$ cat src/rtl/ps2_host_tx.sv
// PS/2 host-to-device command transmitter.
// The host holds the clock line low (inhibit), pulls data low for the start bit,
// and releases the clock. It then shifts out eight data bits LSB first, odd parity
// and a stop bit, one bit per device falling edge. It then waits for the device
// ack and for both lines to return idle-high.
// Optional feature macro: PS2_TX_RETRY_EN. When it is defined, one failed frame
// (timeout or missing ack) is retried from the inhibit phase with the same byte
// before error is reported.
module ps2_host_tx #(
  parameter int CLK_KHZ    = 6500,
  parameter int INHIBIT_US = 120,
  parameter int TIMEOUT_MS = 15
) (
  input  logic       clk,
  input  logic       reset,
  input  logic       ps2clk_in,
  input  logic       ps2data_in,
  input  logic [7:0] tx_data,
  input  logic       tx_start,
  output logic       ps2clk_oe,
  output logic       ps2data_oe,
  output logic       busy,
  output logic       done,
  output logic       error
);

  localparam int INHIBIT_CYCLES = CLK_KHZ * INHIBIT_US / 1000;
  localparam int TIMEOUT_CYCLES = CLK_KHZ * TIMEOUT_MS;
  localparam int INH_W = $clog2(INHIBIT_CYCLES + 1);
  localparam int TO_W  = $clog2(TIMEOUT_CYCLES + 1);
  localparam logic [INH_W-1:0] INH_LAST = INH_W'(INHIBIT_CYCLES - 1);
  localparam logic [TO_W-1:0]  TO_LAST  = TO_W'(TIMEOUT_CYCLES - 1);

  typedef enum logic [2:0] {
    IDLE, INHIBIT, START, SHIFT, ACK, WAIT_IDLE
  } state_t;

  state_t           state_q, state_d;
  logic [1:0]       clk_sync_q, clk_sync_d;
  logic [1:0]       data_sync_q, data_sync_d;
  logic             clk_prev_q, clk_prev_d;
  logic [9:0]       frame_q, frame_d;
  logic [3:0]       bit_cnt_q, bit_cnt_d;
  logic [INH_W-1:0] inh_cnt_q, inh_cnt_d;
  logic [TO_W-1:0]  to_cnt_q, to_cnt_d;
  logic             clk_oe_q, clk_oe_d;
  logic             data_oe_q, data_oe_d;
  logic             busy_q, busy_d;
  logic             done_q, done_d;
  logic             error_q, error_d;
`ifdef PS2_TX_RETRY_EN
  logic             retry_q, retry_d;
`endif

  logic clk_s, data_s, fall, fail;

  assign clk_s  = clk_sync_q[1];
  assign data_s = data_sync_q[1];
  assign fall   = clk_prev_q & ~clk_s;

  assign ps2clk_oe  = clk_oe_q;
  assign ps2data_oe = data_oe_q;
  assign busy       = busy_q;
  assign done       = done_q;
  assign error      = error_q;

  // Next-state and next-output logic for the whole frame sequence; any failure
  // (timeout or missing ack) overrides whatever the state decided this cycle.
  always_comb begin
    clk_sync_d  = {clk_sync_q[0], ps2clk_in};
    data_sync_d = {data_sync_q[0], ps2data_in};
    clk_prev_d  = clk_s;
    state_d     = state_q;
    frame_d     = frame_q;
    bit_cnt_d   = bit_cnt_q;
    inh_cnt_d   = inh_cnt_q;
    to_cnt_d    = to_cnt_q;
    clk_oe_d    = clk_oe_q;
    data_oe_d   = data_oe_q;
    busy_d      = busy_q;
    done_d      = 1'b0;
    error_d     = 1'b0;
    fail        = 1'b0;
`ifdef PS2_TX_RETRY_EN
    retry_d     = retry_q;
`endif

    case (state_q)
      IDLE: begin
        clk_oe_d  = 1'b0;
        data_oe_d = 1'b0;
        busy_d    = 1'b0;
        inh_cnt_d = '0;
        to_cnt_d  = '0;
`ifdef PS2_TX_RETRY_EN
        retry_d   = 1'b0;
`endif
        if (tx_start) begin
          frame_d  = {1'b1, ~^tx_data, tx_data};
          busy_d   = 1'b1;
          clk_oe_d = 1'b1;
          state_d  = INHIBIT;
        end
      end
      INHIBIT: begin
        to_cnt_d = '0;
        if (inh_cnt_q == INH_LAST) begin
          inh_cnt_d = '0;
          clk_oe_d  = 1'b0;
          data_oe_d = 1'b1;
          state_d   = START;
        end else begin
          inh_cnt_d = inh_cnt_q + 1'b1;
        end
      end
      START: begin
        bit_cnt_d = '0;
        state_d   = SHIFT;
      end
      SHIFT: begin
        if (fall) begin
          data_oe_d = ~frame_q[bit_cnt_q];
          if (bit_cnt_q == 4'd9) begin
            state_d = ACK;
          end else begin
            bit_cnt_d = bit_cnt_q + 4'd1;
          end
        end
      end
      ACK: begin
        if (fall) begin
          if (!data_s) begin
            state_d = WAIT_IDLE;
          end else begin
            fail = 1'b1;
          end
        end
      end
      WAIT_IDLE: begin
        if (clk_s && data_s) begin
          done_d  = 1'b1;
          busy_d  = 1'b0;
          state_d = IDLE;
        end
      end
      default: state_d = IDLE;
    endcase

    if (state_q == START || state_q == SHIFT || state_q == ACK || state_q == WAIT_IDLE) begin
      to_cnt_d = to_cnt_q + 1'b1;
      if (to_cnt_q == TO_LAST) begin
        fail = 1'b1;
      end
    end

    if (fail) begin
      done_d    = 1'b0;
      clk_oe_d  = 1'b0;
      data_oe_d = 1'b0;
      busy_d    = 1'b0;
      error_d   = 1'b1;
      to_cnt_d  = '0;
      state_d   = IDLE;
`ifdef PS2_TX_RETRY_EN
      if (!retry_q) begin
        retry_d   = 1'b1;
        clk_oe_d  = 1'b1;
        busy_d    = 1'b1;
        error_d   = 1'b0;
        inh_cnt_d = '0;
        state_d   = INHIBIT;
      end
`endif
    end
  end

  // State, counters, synchronizers and registered outputs; reset returns the
  // lines to released and the synchronizers to the idle-high level.
  always_ff @(posedge clk or negedge reset) begin
    if (!reset) begin
      state_q     <= IDLE;
      clk_sync_q  <= 2'b11;
      data_sync_q <= 2'b11;
      clk_prev_q  <= 1'b1;
      frame_q     <= '0;
      bit_cnt_q   <= '0;
      inh_cnt_q   <= '0;
      to_cnt_q    <= '0;
      clk_oe_q    <= 1'b0;
      data_oe_q   <= 1'b0;
      busy_q      <= 1'b0;
      done_q      <= 1'b0;
      error_q     <= 1'b0;
`ifdef PS2_TX_RETRY_EN
      retry_q     <= 1'b0;
`endif
    end else begin
      state_q     <= state_d;
      clk_sync_q  <= clk_sync_d;
      data_sync_q <= data_sync_d;
      clk_prev_q  <= clk_prev_d;
      frame_q     <= frame_d;
      bit_cnt_q   <= bit_cnt_d;
      inh_cnt_q   <= inh_cnt_d;
      to_cnt_q    <= to_cnt_d;
      clk_oe_q    <= clk_oe_d;
      data_oe_q   <= data_oe_d;
      busy_q      <= busy_d;
      done_q      <= done_d;
      error_q     <= error_d;
`ifdef PS2_TX_RETRY_EN
      retry_q     <= retry_d;
`endif
    end
  end

endmodule
$ cat config.mk
export PLATFORM = sky130hd
export DESIGN_NAME = ps2_host_tx
export DESIGN_NICKNAME = d
export VERILOG_FILES = /design/src/rtl/ps2_host_tx.sv
export SDC_FILE = /design/constraint.sdc
export NUM_CORES = 1
export LEC_CHECK = 0
export ABC_CLOCK_PERIOD_IN_PS = 4220
export CORE_MARGIN = 2
export CORE_UTILIZATION = 25
export DETAILED_ROUTE_END_ITERATION = 12
export GPL_ROUTABILITY_DRIVEN = 0
export GPL_TIMING_DRIVEN = 0
export HOLD_SLACK_MARGIN = 0.15
export PLACE_DENSITY = 0.47
export SYNTH_ARGS = -nofsm -noshare
export SYNTH_HDL_FRONTEND = slang
export SYNTH_SLANG_ARGS = --single-unit
export TNS_END_PERCENT = 20
$ cat constraint.sdc
create_clock -name clk -period 4.22 [get_ports clk]
set_input_delay 0.422 -clock clk [delete_from_list [all_inputs] [get_ports clk]]
set_output_delay 0.422 -clock clk [all_outputs]
set_load 0.02 [all_outputs]
==> results of run 1 <==
-- placed cells by master, fill, tap and decap left out, types with 3 or more instances in the layout --
| master | netlist | layout |
|---|---|---|
| sky130_fd_sc_hd__nand2b_1 | 5 | 5 |
| sky130_fd_sc_hd__a31oi_1 | 5 | 5 |
| sky130_fd_sc_hd__clkdlybuf4s50_1 | 0 | 16 |
| sky130_fd_sc_hd__o21ai_0 | 14 | 14 |
| sky130_fd_sc_hd__nor4_1 | 3 | 3 |
| sky130_fd_sc_hd__nand4_1 | 3 | 3 |
| sky130_fd_sc_hd__ha_1 | 6 | 6 |
| sky130_fd_sc_hd__buf_2 | 4 | 5 |
| sky130_fd_sc_hd__and3_1 | 5 | 5 |
| sky130_fd_sc_hd__dfstp_2 | 5 | 5 |
| sky130_fd_sc_hd__dfrtp_1 | 49 | 49 |
| sky130_fd_sc_hd__nor2b_1 | 3 | 3 |
| sky130_fd_sc_hd__nor2_1 | 29 | 29 |
| sky130_fd_sc_hd__nand2_1 | 22 | 22 |
| sky130_fd_sc_hd__inv_1 | 11 | 11 |
| sky130_fd_sc_hd__clkbuf_16 | 0 | 5 |
| sky130_fd_sc_hd__nor3_1 | 8 | 8 |
| sky130_fd_sc_hd__a21oi_1 | 9 | 9 |
| sky130_fd_sc_hd__a211oi_1 | 3 | 3 |
| sky130_fd_sc_hd__xnor2_1 | 14 | 14 |
| sky130_fd_sc_hd__nand3_1 | 15 | 15 |
| sky130_fd_sc_hd__clkbuf_1 | 6 | 7 |
| sky130_fd_sc_hd__mux2_2 | 10 | 10 |
| sky130_fd_sc_hd__or2_2 | 3 | 3 |
| sky130_fd_sc_hd__o21ai_1 | 5 | 5 |
| sky130_fd_sc_hd__xor2_1 | 8 | 8 |
| sky130_fd_sc_hd__mux2i_1 | 4 | 4 |
-- state kept, by name, summed over array words and instances, names as in the netlist --
signal / flops
bit_cnt_q: 4
ps2clk_oe: 1
data_sync_q: 2
to_cnt_q: 17
frame_q: 10
error: 1
clk_prev_q: 1
state_q: 3
done: 1
clk_sync_q: 2
busy: 1
inh_cnt_q: 10
ps2data_oe: 1
-- worst max-delay path by stage --
stage | startpoint | endpoint | slack (ns) | cells past startpoint
floorplan | inh_cnt_q[0] | state_q[2] | 2.37 | 6
detailed placement | state_q[2] | to_cnt_q[10] | 2.07 | 8
CTS | state_q[2] | to_cnt_q[10] | 2.02 | 8
global route | state_q[2] | to_cnt_q[10] | 1.77 | 8
finish | state_q[2] | to_cnt_q[10] | 1.98 | 8
global placement | reset | bit_cnt_q[3] | 0.98 | 1
-- metal layers --
layer	wire length, um	up-vias	GRT usage [%]
li1	-	1067	-
met1	2970	1010	13.6
met2	2690	16	16.5
met3	101	4	1.64
met4	54	0	2.72
met5	0	-	0
-- repair_timing --
item	4_1_cts	5_1_grt
buffers inserted	0	0
hold buffers	1	0
endpoints found under the setup margin	0	0
hold endpoints to repair	13	0
-- cells by family after synthesis --
| family | synth area share [%] |
|---|---|
| and+or+nand+nor | 21.7 |
| DFF | 47.2 |
| AOI/OAI and AO/OA | 12.3 |
| xor gates and xnor gates | 6.69 |
| buffers and inverters | 2.91 |
| muxes | 6.61 |
| adders and majority gates | 2.61 |
-- where the power goes --
group	total (uW)	switching (uW)	internal [uW]
clock network	400	180	220
logic	725	411	314
registers	704	80.5	624
-- final cells by class --
| cell class | count | share of cell area, % |
|---|---|---|
| multi-input cells | 211 | 42.3 |
| flip-flops and latches | 54 | 40.0 |
| repair buffers | 19 | 5.75 |
| well taps | 143 | 5.27 |
| clock buffers | 6 | 3.79 |
| plain buffers | 10 | 1.25 |
| inverters | 11 | 1.22 |
| clock inverters | 2 | 0.442 |
-- through the flow --
stage,util [%],hold WS [ns],instances,setup slack [ns]
2_1_floorplan,-,0.126,286,2.37
3_3_place_gp,28.5,0.347,446,0.978
3_5_place_dp,28.6,0.349,447,2.07
4_1_cts,30.0,0.359,456,2.02
5_1_grt,30.0,0.366,456,1.77
6_report,30.0,0.356,456,1.98
==> load_flow_metrics.sql, run 1 <==
INSERT INTO impl_metrics (metric_group, metric, value, unit) VALUES
('cells_and_area', 'nets', '331', ''),
('yosys', 'combined_area_of_all_synthesized_cells', '2880', 'um^2'),
('yosys', 'synth-main-ff-cell', 'sky130_fd_sc_hd__dfrtp_1', ''),
('timing', 'period_share', '53.1', '%'),
('yosys', 'synth-edff-count', '0', ''),
('min_path', 'timing.hold.worst.start', 'data_sync_q[0]', ''),
('detailed_routing', 'via_total_after_detailed_routing', '2097', ''),
('cts', 'clock_sink_count', '54', ''),
('yosys', 'seq_area_frac_synth', '47.2', '%'),
('cells_and_area', 'stdcell_area', '3400', 'um^2'),
('yosys', 'post_synth_most_frequent_cells', '49 x sky130_fd_sc_hd__dfrtp_1, 29 x sky130_fd_sc_hd__nor2_1, 22 x sky130_fd_sc_hd__nand2_1', ''),
('die', 'top_level_ports', '18', ''),
('yosys', 'post-synth-top-area-cell', 'sky130_fd_sc_hd__dfrtp_1', ''),
('setup_path', 'slowest_delay', '0.45', 'ns'),
('setup_path', 'crit_path_cell_chain', 'clkbuf_1, inv_1, ha_1, o21ai_1, a21oi_1, buf_2, o21ai_0, a31oi_1', ''),
('setup_path', 'crit_path_max_fanout', '10', ''),
('cts', 'cts_tree', 'done', ''),
('global_route', 'gr-total-overflow', '0', ''),
('die', 'core_region_area', '11300', 'um^2'),
('setup_path', 'rr_endpoint', 'to_cnt_q[10]', ''),
('cts', 'postCtsResizedCells', '0', ''),
('detailed_routing', 'drt_first_iter_violations', '77', ''),
('setup_path', 'cp_top_family', 'buffers and inverters', ''),
('yosys', 'synth-async-reset-ratio', '100', '%'),
('setup_path', 'arrival', '2.45', 'ns'),
('detailed_routing', 'wl_per_cell', '12.8', 'um'),
('setup_path', 'setup.worst_path.end_class', 'flop', ''),
('min_path', 'worst_hold_path_type', 'reg -> reg', ''),
('yosys', 'synth_top_cell_area_share', '42.6', '%'),
('run', 'timing.max_cap.violations', '0', ''),
('cells_and_area', 'antenna_cells_inserted', '0', ''),
('timing', 'slew_headroom', '55.4', '%'),
('detailed_routing', 'detail_route.first_pass.iterations', '4', ''),
('global_route', 'vias_in_the_first_global_route', '2192', ''),
('setup_path', 'cp.required', '4.43', 'ns'),
('cts', 'tritoncts_buffer_count', '5', ''),
('setup_path', 'worst_reg2reg_path_startpoint', 'state_q[2]', ''),
('timing', 'finalSetupViolCount', '0', ''),
('power_and_ir_drop', 'total_power', '1830', 'uW'),
('setup_path', 'critical_path.startpoint_type', 'flop', ''),
('min_path', 'holdPathStages', '0', ''),
('power_and_ir_drop', 'power_per_cell_area', '539', 'nW/um^2'),
('yosys', 'most_used_standard_cell_by_instance_count_after_synthesis', 'sky130_fd_sc_hd__dfrtp_1', ''),
('detailed_routing', 'route.detailed.drc', '0', ''),
('yosys', 'ys_seq_elements', '54', ''),
('timing', 'timing.clock.skew', '0.0119', 'ns'),
('die', 'die_x', '111', 'um'),
('power_and_ir_drop', 'irDropWorstVdd', '0.264', 'mV'),
('timing', 'maxClockFrequency', '446', 'MHz'),
('die', 'die_area', '12400', 'um^2'),
('global_route', 'grt_antenna_before_repair', '0', ''),
('detailed_routing', 'final_antenna_net_count', '0', ''),
('setup_path', 'worst-r2r-setup-slack', '1.98', 'ns'),
('die', 'floorplan.initialDensity', '25.4', '%'),
('cts', 'clock-root-buffer', 'sky130_fd_sc_hd__clkbuf_16', ''),
('cells_and_area', 'regArea', '1360', 'um^2'),
('cells_and_area', 'final.fill_count', '1207', ''),
('yosys', 'top_cells_by_area_in_the_synthesized_netlist', 'sky130_fd_sc_hd__dfrtp_1 43%, sky130_fd_sc_hd__dfstp_2 4.6%, sky130_fd_sc_hd__xnor2_1 4.3%', ''),
('place', 'port_buffers', '17', ''),
('yosys', 'syn-instance-count', '286', ''),
('global_route', 'grt_max_degree', '39', ''),
('timing', 'hold_viol', '0', ''),
('timing', 'grt_setup_unrepaired', 'false', ''),
('detailed_routing', 'via_per_inst', '4.60', ''),
('yosys', 'ys_warn_count', '0', ''),
('cts', 'clkLatencyLatePin', '0.29', 'ns'),
('yosys', 'synth.avg_cell_area', '10.1', 'um^2'),
('setup_path', 'timing.reg2reg.worst_path_depth', '8', ''),
('outcome', 'status', 'complete, no violations', ''),
('global_route', 'gr-usage-all-layers', '9.96', '%'),
('yosys', 'synth.lib_cells_used.distinct', '53', '');
No activity file was read; power rests on OpenSTA's default activity.
==> run 2: changes to the inputs <==
--- a/config.mk
+++ b/config.mk
@@ -5,7 +5,7 @@
 export SDC_FILE = /design/constraint.sdc
 export NUM_CORES = 1
 export LEC_CHECK = 0
-export ABC_CLOCK_PERIOD_IN_PS = 4220
+export ABC_CLOCK_PERIOD_IN_PS = 2280
 export CORE_MARGIN = 2
 export CORE_UTILIZATION = 25
 export DETAILED_ROUTE_END_ITERATION = 12
==> constraint.sdc (replaced) <==
create_clock -name clk -period 2.28 [get_ports clk]
set_input_delay 0.228 -clock clk [delete_from_list [all_inputs] [get_ports clk]]
set_output_delay 0.228 -clock clk [all_outputs]
set_load 0.02 [all_outputs]
==> run 2 against run 1 <==
Routed wire length barely moved. Clock-buffer cell count unchanged. Cell area hardly changed. Critical endpoint is now state_q[2]. Largest cell class unchanged.
==> load_flow_metrics.sql, run 2 (synthesis results as in run 1) <==
INSERT INTO impl_metrics (metric_group, metric, value, unit) VALUES
('timing', 'finalWorstSetupSlack', '0.181', 'ns'),
('timing', 'maxClockFrequency', '477', 'MHz'),
('timing', 'finalSetupViolCount', '0', ''),
('detailed_routing', 'via_total_after_detailed_routing', '2093', ''),
('place', 'port_buffers', '17', ''),
('cells_and_area', 'nets', '331', ''),
('setup_path', 'cp.required', '2.50', 'ns'),
('global_route', 'grt_max_degree', '39', ''),
('global_route', 'vias_in_the_first_global_route', '2192', ''),
('cts', 'cts_tree', 'done', ''),
('setup_path', 'setup.worst_path.end_class', 'flop', ''),
('cells_and_area', 'layout.core_utilization', '30.0', '%'),
('place', 'placement.setup.worst_slack', '0.127', 'ns'),
('timing', 'slew_headroom', '55.4', '%'),
('cells_and_area', 'layout_commonest_cell', 'sky130_fd_sc_hd__dfrtp_1', ''),
('timing', 'timing.clock.skew', '0.0119', 'ns'),
('run', 'timing.max_cap.violations', '0', ''),
('timing', 'hold-worst-slack', '0.345', 'ns'),
('die', 'floorplan.initialDensity', '25.4', '%'),
('setup_path', 'worstSetupPathType', 'reg -> reg', ''),
('cells_and_area', 'antenna_cells_inserted', '0', ''),
('cts', 'cts-htree-levels', '2', ''),
('cells_and_area', 'layout.cells.most_common_list', '49 x sky130_fd_sc_hd__dfrtp_1, 29 x sky130_fd_sc_hd__nor2_1, 22 x sky130_fd_sc_hd__nand2_1', ''),
('timing', 'grt_setup_unrepaired', 'false', ''),
('global_route', 'gr-usage-all-layers', '9.96', '%'),
('power_and_ir_drop', 'irDropWorstVdd', '0.489', 'mV'),
('power_and_ir_drop', 'power_per_cell_area', '997', 'nW/um^2'),
('die', 'die_x', '111', 'um'),
('power_and_ir_drop', 'leakage_power_summed_over_all_cells', '0.00138', 'uW'),
('global_route', 'gr-total-overflow', '0', ''),
('power_and_ir_drop', 'total_power', '3390', 'uW'),
('die', 'core_region_area', '11300', 'um^2'),
('place', 'post-place-cells', '447', ''),
('cells_and_area', 'final.fill_count', '1207', ''),
('detailed_routing', 'final_antenna_net_count', '0', ''),
('timing', 'tightest_slew', '0.663', 'ns'),
('die', 'top_level_ports', '18', ''),
('detailed_routing', 'route.detailed.drc', '0', ''),
('global_route', 'grt_antenna_before_repair', '0', ''),
('cts', 'clkLatencyLatePin', '0.29', 'ns'),
('detailed_routing', 'wl_per_cell', '12.8', 'um'),
('timing', 'hold_viol', '0', ''),
('outcome', 'status', 'complete, no violations', ''),
('setup_path', 'worst_reg2reg_path_startpoint', 'inh_cnt_q[0]', ''),
('cells_and_area', 'layout-drive-gt1-share', '15.0', '%'),
('min_path', 'timing.hold.worst.start', 'ps2clk_in', ''),
('timing', 'final_period_minus_worst_setup_slack', '2.10', 'ns'),
('detailed_routing', 'via_per_inst', '4.59', ''),
('place', 'dpl.hpwl', '4.29', 'mm'),
('cts', 'tritoncts_buffer_count', '5', ''),
('setup_path', 'rr_endpoint', 'state_q[2]', ''),
('detailed_routing', 'totalWireLength', '5.82', 'mm'),
('cells_and_area', 'largest_reg_flops', '17', ''),
('setup_path', 'arrival', '2.32', 'ns'),
('detailed_routing', 'detail_route.first_pass.iterations', '4', ''),
('cts', 'clk_transition_reported_paths', '0.07', 'ns'),
('die', 'fp.dieH', '111', 'um'),
('cells_and_area', 'area.growth.synth_to_final', '18.0', '%'),
('min_path', 'worst_hold_path_type', 'in -> reg', ''),
('cts', 'max-clock-path-buffers', '2', ''),
('setup_path', 'crit_path_max_fanout', '10', ''),
('timing', 'final_max_slew_viol_count', '0', ''),
('die', 'row_count', '39', ''),
('setup_path', 'worst-r2r-setup-slack', '0.18', 'ns'),
('min_path', 'holdPathStages', '1', ''),
('cts', 'clock-root-buffer', 'sky130_fd_sc_hd__clkbuf_16', ''),
('detailed_routing', 'drt_first_iter_violations', '77', ''),
('setup_path', 'timing.reg2reg.worst_path_depth', '6', ''),
('global_route', 'grt_first_pass_wirelength', '10.5', 'mm'),
('setup_path', 'critical_path.startpoint_type', 'flop', ''),
('cells_and_area', 'biggest_registers_after_layout', 'to_cnt_q: 17 flops, frame_q: 10 flops, inh_cnt_q: 10 flops', ''),
('timing', 'period_share', '92.0', '%'),
('die', 'die_area', '12400', 'um^2'),
('min_path', 'worst_hold_path.endpoint', 'clk_sync_q[0]', ''),
('cells_and_area', 'regMostFlops', 'to_cnt_q', ''),
('cts', 'clock_sink_count', '54', ''),
('cells_and_area', 'layout.cells.non_filler', '456', '');
## run 2: cell counts in the layout (fill, tap and decap cells not counted)
No cell type changed its count.
## run 2: worst max-delay path: stages, from the launching register on
cell and delay (ns):
sky130_fd_sc_hd__dfrtp_1 0.40, sky130_fd_sc_hd__ha_1 0.21, sky130_fd_sc_hd__or2b_4 0.29, sky130_fd_sc_hd__o31ai_4 0.47
sky130_fd_sc_hd__o2111ai_2 0.23, sky130_fd_sc_hd__mux2_4 0.35, sky130_fd_sc_hd__nor2_2 0.07
## run 2: cell type report
| type | instances | area [um^2] | share of cell area, % |
|---|---|---|---|
| multi-input cells | 211 | 1440 | 42.3 |
| clock buffers | 6 | 129 | 3.79 |
| well taps | 143 | 179 | 5.27 |
| flip-flops and latches | 54 | 1360 | 39.9 |
| repair buffers | 19 | 195 | 5.74 |
| inverters | 11 | 41.3 | 1.22 |
| plain buffers | 10 | 43.8 | 1.29 |
| clock inverters | 2 | 15.0 | 0.442 |
## run 2: worst max path at each step
stage	start	to	slack [ns]
after global routing	state_q[2]	to_cnt_q[10]	0.03
final	inh_cnt_q[0]	state_q[2]	0.18
after detailed placement	state_q[2]	to_cnt_q[10]	0.13
after CTS	state_q[2]	to_cnt_q[10]	0.08
after floorplan	inh_cnt_q[0]	state_q[2]	0.43
after global placement	reset	bit_cnt_q[3]	-0.77
## run 2: metal layers
layer,global-route usage [%],up-vias,part of all wire [%]
met5,0,-,0
met3,1.64,4,1.7
met1,13.6,1007,51
met4,2.72,0,0.93
met2,16.5,14,46
li1,-,1068,-
## run 2: what timing repair did
action / in CTS / in global routing
setup endpoints to repair: 0 / 16
hold endpoints to repair: 13 / 0
gates resized for setup: 0 / 2
setup buffers: 0 / 0
hold buffers: 1 / 0
## run 2: stage by stage
stage                     setup TNS (ns)  instance area [um^2]
after floorplan                        0                  2880
after global placement            -38.24                  3230
after detailed placement               0                  3240
after CTS                              0                  3400
after global routing                   0                  3400
final                                  0                  3400
## run 2: report_power, final
| group | leakage [uW] | switching [uW] | internal, uW | total, uW |
|---|---|---|---|---|
| clock network | 0.0000631 | 333 | 408 | 740 |
| logic | 0.000619 | 760 | 584 | 1340 |
| registers | 0.000699 | 149 | 1150 | 1300 |
==> run 3: changes to the inputs <==
--- a/config.mk
+++ b/config.mk
@@ -5,6 +5,7 @@
 export SDC_FILE = /design/constraint.sdc
 export NUM_CORES = 1
 export LEC_CHECK = 0
+export ABC_AREA = 1
 export ABC_CLOCK_PERIOD_IN_PS = 2280
 export CORE_MARGIN = 2
 export CORE_UTILIZATION = 25
==> run 3 against run 2 <==
Sequential share of layout area down 3.3 points. Non-clock buffer count down 4. Critical path depth up 6. Routed wire length up 22%. Fmax up 3.0%. Setup slack better by 0.061 ns. Die area up 8.9%. Register-to-register slack better by 0.06 ns. Core utilization up 0.49 points. First-iteration DRC count up 49%. Clock skew down 0.0082 ns. Via count up 24%.
==> load_flow_metrics.sql, run 3 <==
INSERT INTO impl_metrics (metric_group, metric, value, unit) VALUES
('outcome', 'status', 'complete, no violations', ''),
('global_route', 'gr-usage-all-layers', '11.4', '%'),
('yosys', 'synth.avg_cell_area', '7.65', 'um^2'),
('global_route', 'grt_first_pass_wirelength', '12.3', 'mm'),
('setup_path', 'setup.worst_path.end_class', 'flop', ''),
('cells_and_area', 'regMostFlops', 'to_cnt_q', ''),
('cts', 'clock_sink_count', '54', ''),
('global_route', 'grt_max_degree', '38', ''),
('yosys', 'synth-edff-count', '0', ''),
('die', 'die_x', '116', 'um'),
('yosys', 'syn-instance-count', '411', ''),
('place', 'placement.setup.worst_slack', '0.153', 'ns'),
('global_route', 'grt_antenna_before_repair', '0', ''),
('detailed_routing', 'via_per_inst', '4.28', ''),
('die', 'core_region_area', '12200', 'um^2'),
('yosys', 'ys_seq_elements', '54', ''),
('detailed_routing', 'wl_per_cell', '11.7', 'um'),
('yosys', 'synth-main-ff-cell', 'sky130_fd_sc_hd__dfrtp_1', ''),
('power_and_ir_drop', 'leakage_power_summed_over_all_cells', '0.00165', 'uW'),
('detailed_routing', 'route.detailed.drc', '0', ''),
('yosys', 'synth.lib_cells_used.distinct', '38', ''),
('setup_path', 'critical_path.startpoint_type', 'flop', ''),
('cells_and_area', 'biggest_registers_after_layout', 'to_cnt_q: 17 flops, frame_q: 10 flops, inh_cnt_q: 10 flops', ''),
('cells_and_area', 'layout_commonest_cell', 'sky130_fd_sc_hd__nand2_1', ''),
('cts', 'cts-htree-levels', '2', ''),
('yosys', 'top_cells_by_area_in_the_synthesized_netlist', 'sky130_fd_sc_hd__dfrtp_1 39%, sky130_fd_sc_hd__nand2_1 10%, sky130_fd_sc_hd__nor2_1 7.8%', ''),
('die', 'floorplan.initialDensity', '25.9', '%'),
('yosys', 'synth-async-reset-ratio', '100', '%'),
('cts', 'clkLatencyLatePin', '0.30', 'ns'),
('die', 'top_level_ports', '18', ''),
('min_path', 'worst_hold_path_type', 'in -> reg', ''),
('cells_and_area', 'layout.cells.most_common_list', '85 x sky130_fd_sc_hd__nand2_1, 65 x sky130_fd_sc_hd__nor2_1, 48 x sky130_fd_sc_hd__dfrtp_1', ''),
('global_route', 'vias_in_the_first_global_route', '2587', ''),
('timing', 'period_share', '89.4', '%'),
('detailed_routing', 'via_total_after_detailed_routing', '2594', ''),
('cells_and_area', 'antenna_cells_inserted', '0', ''),
('place', 'dpl.hpwl', '5.28', 'mm'),
('power_and_ir_drop', 'power_per_cell_area', '923', 'nW/um^2'),
('power_and_ir_drop', 'irDropWorstVdd', '0.343', 'mV'),
('die', 'row_count', '40', ''),
('cells_and_area', 'area.growth.synth_to_final', '18.0', '%'),
('cells_and_area', 'nets', '456', ''),
('timing', 'final_period_minus_worst_setup_slack', '2.04', 'ns'),
('yosys', 'ys_warn_count', '0', ''),
('timing', 'hold_viol', '0', ''),
('timing', 'maxClockFrequency', '491', 'MHz'),
('setup_path', 'worstSetupPathType', 'reg -> reg', ''),
('global_route', 'gr-total-overflow', '0', ''),
('cells_and_area', 'layout-drive-gt1-share', '13.2', '%'),
('timing', 'finalSetupViolCount', '0', ''),
('setup_path', 'cp.required', '2.47', 'ns'),
('yosys', 'synth_fp_nets', '430', ''),
('detailed_routing', 'drt_first_iter_violations', '115', ''),
('timing', 'final_max_slew_viol_count', '0', ''),
('timing', 'timing.clock.skew', '0.00366', 'ns'),
('cells_and_area', 'largest_reg_flops', '17', ''),
('timing', 'grt_setup_unrepaired', 'false', ''),
('detailed_routing', 'totalWireLength', '7.07', 'mm'),
('place', 'post-place-cells', '597', ''),
('cts', 'tritoncts_buffer_count', '5', ''),
('die', 'die_area', '13500', 'um^2'),
('timing', 'finalWorstSetupSlack', '0.243', 'ns'),
('yosys', 'synth_top_cell_area_share', '39.0', '%'),
('detailed_routing', 'final_antenna_net_count', '0', ''),
('yosys', 'most_used_standard_cell_by_instance_count_after_synthesis', 'sky130_fd_sc_hd__nand2_1', ''),
('run', 'timing.max_cap.violations', '0', ''),
('yosys', 'post_synth_most_frequent_cells', '85 x sky130_fd_sc_hd__nand2_1, 65 x sky130_fd_sc_hd__nor2_1, 49 x sky130_fd_sc_hd__dfrtp_1', ''),
('detailed_routing', 'detail_route.first_pass.iterations', '4', ''),
('yosys', 'combined_area_of_all_synthesized_cells', '3140', 'um^2'),
('timing', 'tightest_slew', '0.478', 'ns'),
('place', 'port_buffers', '17', ''),
('yosys', 'seq_area_frac_synth', '43.2', '%'),
('yosys', 'post-synth-top-area-cell', 'sky130_fd_sc_hd__dfrtp_1', ''),
('cells_and_area', 'layout.cells.non_filler', '606', ''),
('cts', 'max-clock-path-buffers', '2', ''),
('cts', 'clock-root-buffer', 'sky130_fd_sc_hd__clkbuf_16', ''),
('cts', 'clk_transition_reported_paths', '0.08', 'ns'),
('die', 'fp.dieH', '116', 'um'),
('timing', 'slew_headroom', '68.1', '%'),
('cts', 'postCtsSetupBuffers', '0', ''),
('setup_path', 'arrival', '2.23', 'ns'),
('setup_path', 'crit_path_max_fanout', '8', ''),
('cts', 'cts_tree', 'done', '');
==> run 3: worst paths after layout <==
kind,from,end,slack [ns],cells past startpoint
worst max-delay path,state_q[1],state_q[2],0.24,12
worst min-delay path,ps2clk_in,clk_sync_q[0],0.33,1
worst max register to register,state_q[1],state_q[2],0.24,12
worst min register to register,data_sync_q[0],data_sync_q[1],0.36,0
max in group asynchronous,reset,data_sync_q[1],1.27,3
min in group asynchronous,reset,to_cnt_q[13],0.40,2
==> run 3: cells by family after synthesis <==
kind of cell | after synthesis | share of synthesized area [%]
fa+ha+maj | 6 | 2.39
xor+xnor | 18 | 5.01
flops | 54 | 43.2
buf+inv | 58 | 7.32
simple gates | 235 | 34.7
compound gates | 39 | 7.04
mux | 1 | 0.358
==> run 3: layer usage <==
| layer | track usage [%] | up-vias | part of all wire (%) |
|---|---|---|---|
| met3 | 1.97 | 7 | 2.2 |
| met4 | 3.65 | 0 | 1.3 |
| met2 | 18.2 | 26 | 43 |
| li1 | - | 1373 | - |
| met5 | 0 | - | 0 |
| met1 | 15.8 | 1188 | 53 |
==> run 3: where the power goes <==
group / switching, uW / internal (uW) / total (uW) / leakage, uW
logic: 864 / 472 / 1340 / 0.000887
clock network: 395 / 422 / 818 / 0.0000763
registers: 130 / 1140 / 1270 / 0.000690
total: 1390 / 2040 / 3420 / 0.00165
==> run 3: metrics by stage <==
stage | total power, uW | utilization (%) | area, um^2 | TNS [ns] | hold slack [ns]
floorplan | 2250 | - | 3140 | 0 | -0.0676
detailed placement | 2640 | 29.1 | 3540 | 0 | 0.211
CTS | 3480 | 30.5 | 3700 | 0 | 0.316
global route | 3740 | 30.5 | 3710 | 0 | 0.329
global placement | 2630 | 29.0 | 3520 | -40.39 | 0.346
finish | 3420 | 30.5 | 3710 | 0 | 0.326
==> run 3: cell type report <==
cell class | count | area, um^2
buffer | 6 | 32.5
clock buffer | 5 | 125
sequential | 54 | 1360
clock inverter | 3 | 28.8
multi-input combinational | 299 | 1560
inverter | 52 | 198
fill | 1322 | 8450
tap | 168 | 210
timing repair buffer | 19 | 195
==> run 3: critical path, stage by stage, from the launching register on <==
cell and delay, ns:
sky130_fd_sc_hd__dfrtp_1 0.36, sky130_fd_sc_hd__buf_4 0.18, sky130_fd_sc_hd__inv_1 0.09, sky130_fd_sc_hd__ha_1 0.43, sky130_fd_sc_hd__nand2_1 0.08, sky130_fd_sc_hd__clkinv_1 0.06, sky130_fd_sc_hd__nand2_1 0.05, sky130_fd_sc_hd__nor2_1 0.13
sky130_fd_sc_hd__nand3_1 0.19, sky130_fd_sc_hd__nand2_4 0.17, sky130_fd_sc_hd__nor2_1 0.06, sky130_fd_sc_hd__nand3_1 0.08, sky130_fd_sc_hd__nand2_1 0.06
==> run 3: timing repair <==
item / 4_1_cts / 5_1_grt
endpoints found under the hold margin: 17 / 0
hold buffers: 1 / 0
resized for setup: 0 / 2
setup endpoints to repair: 0 / 4
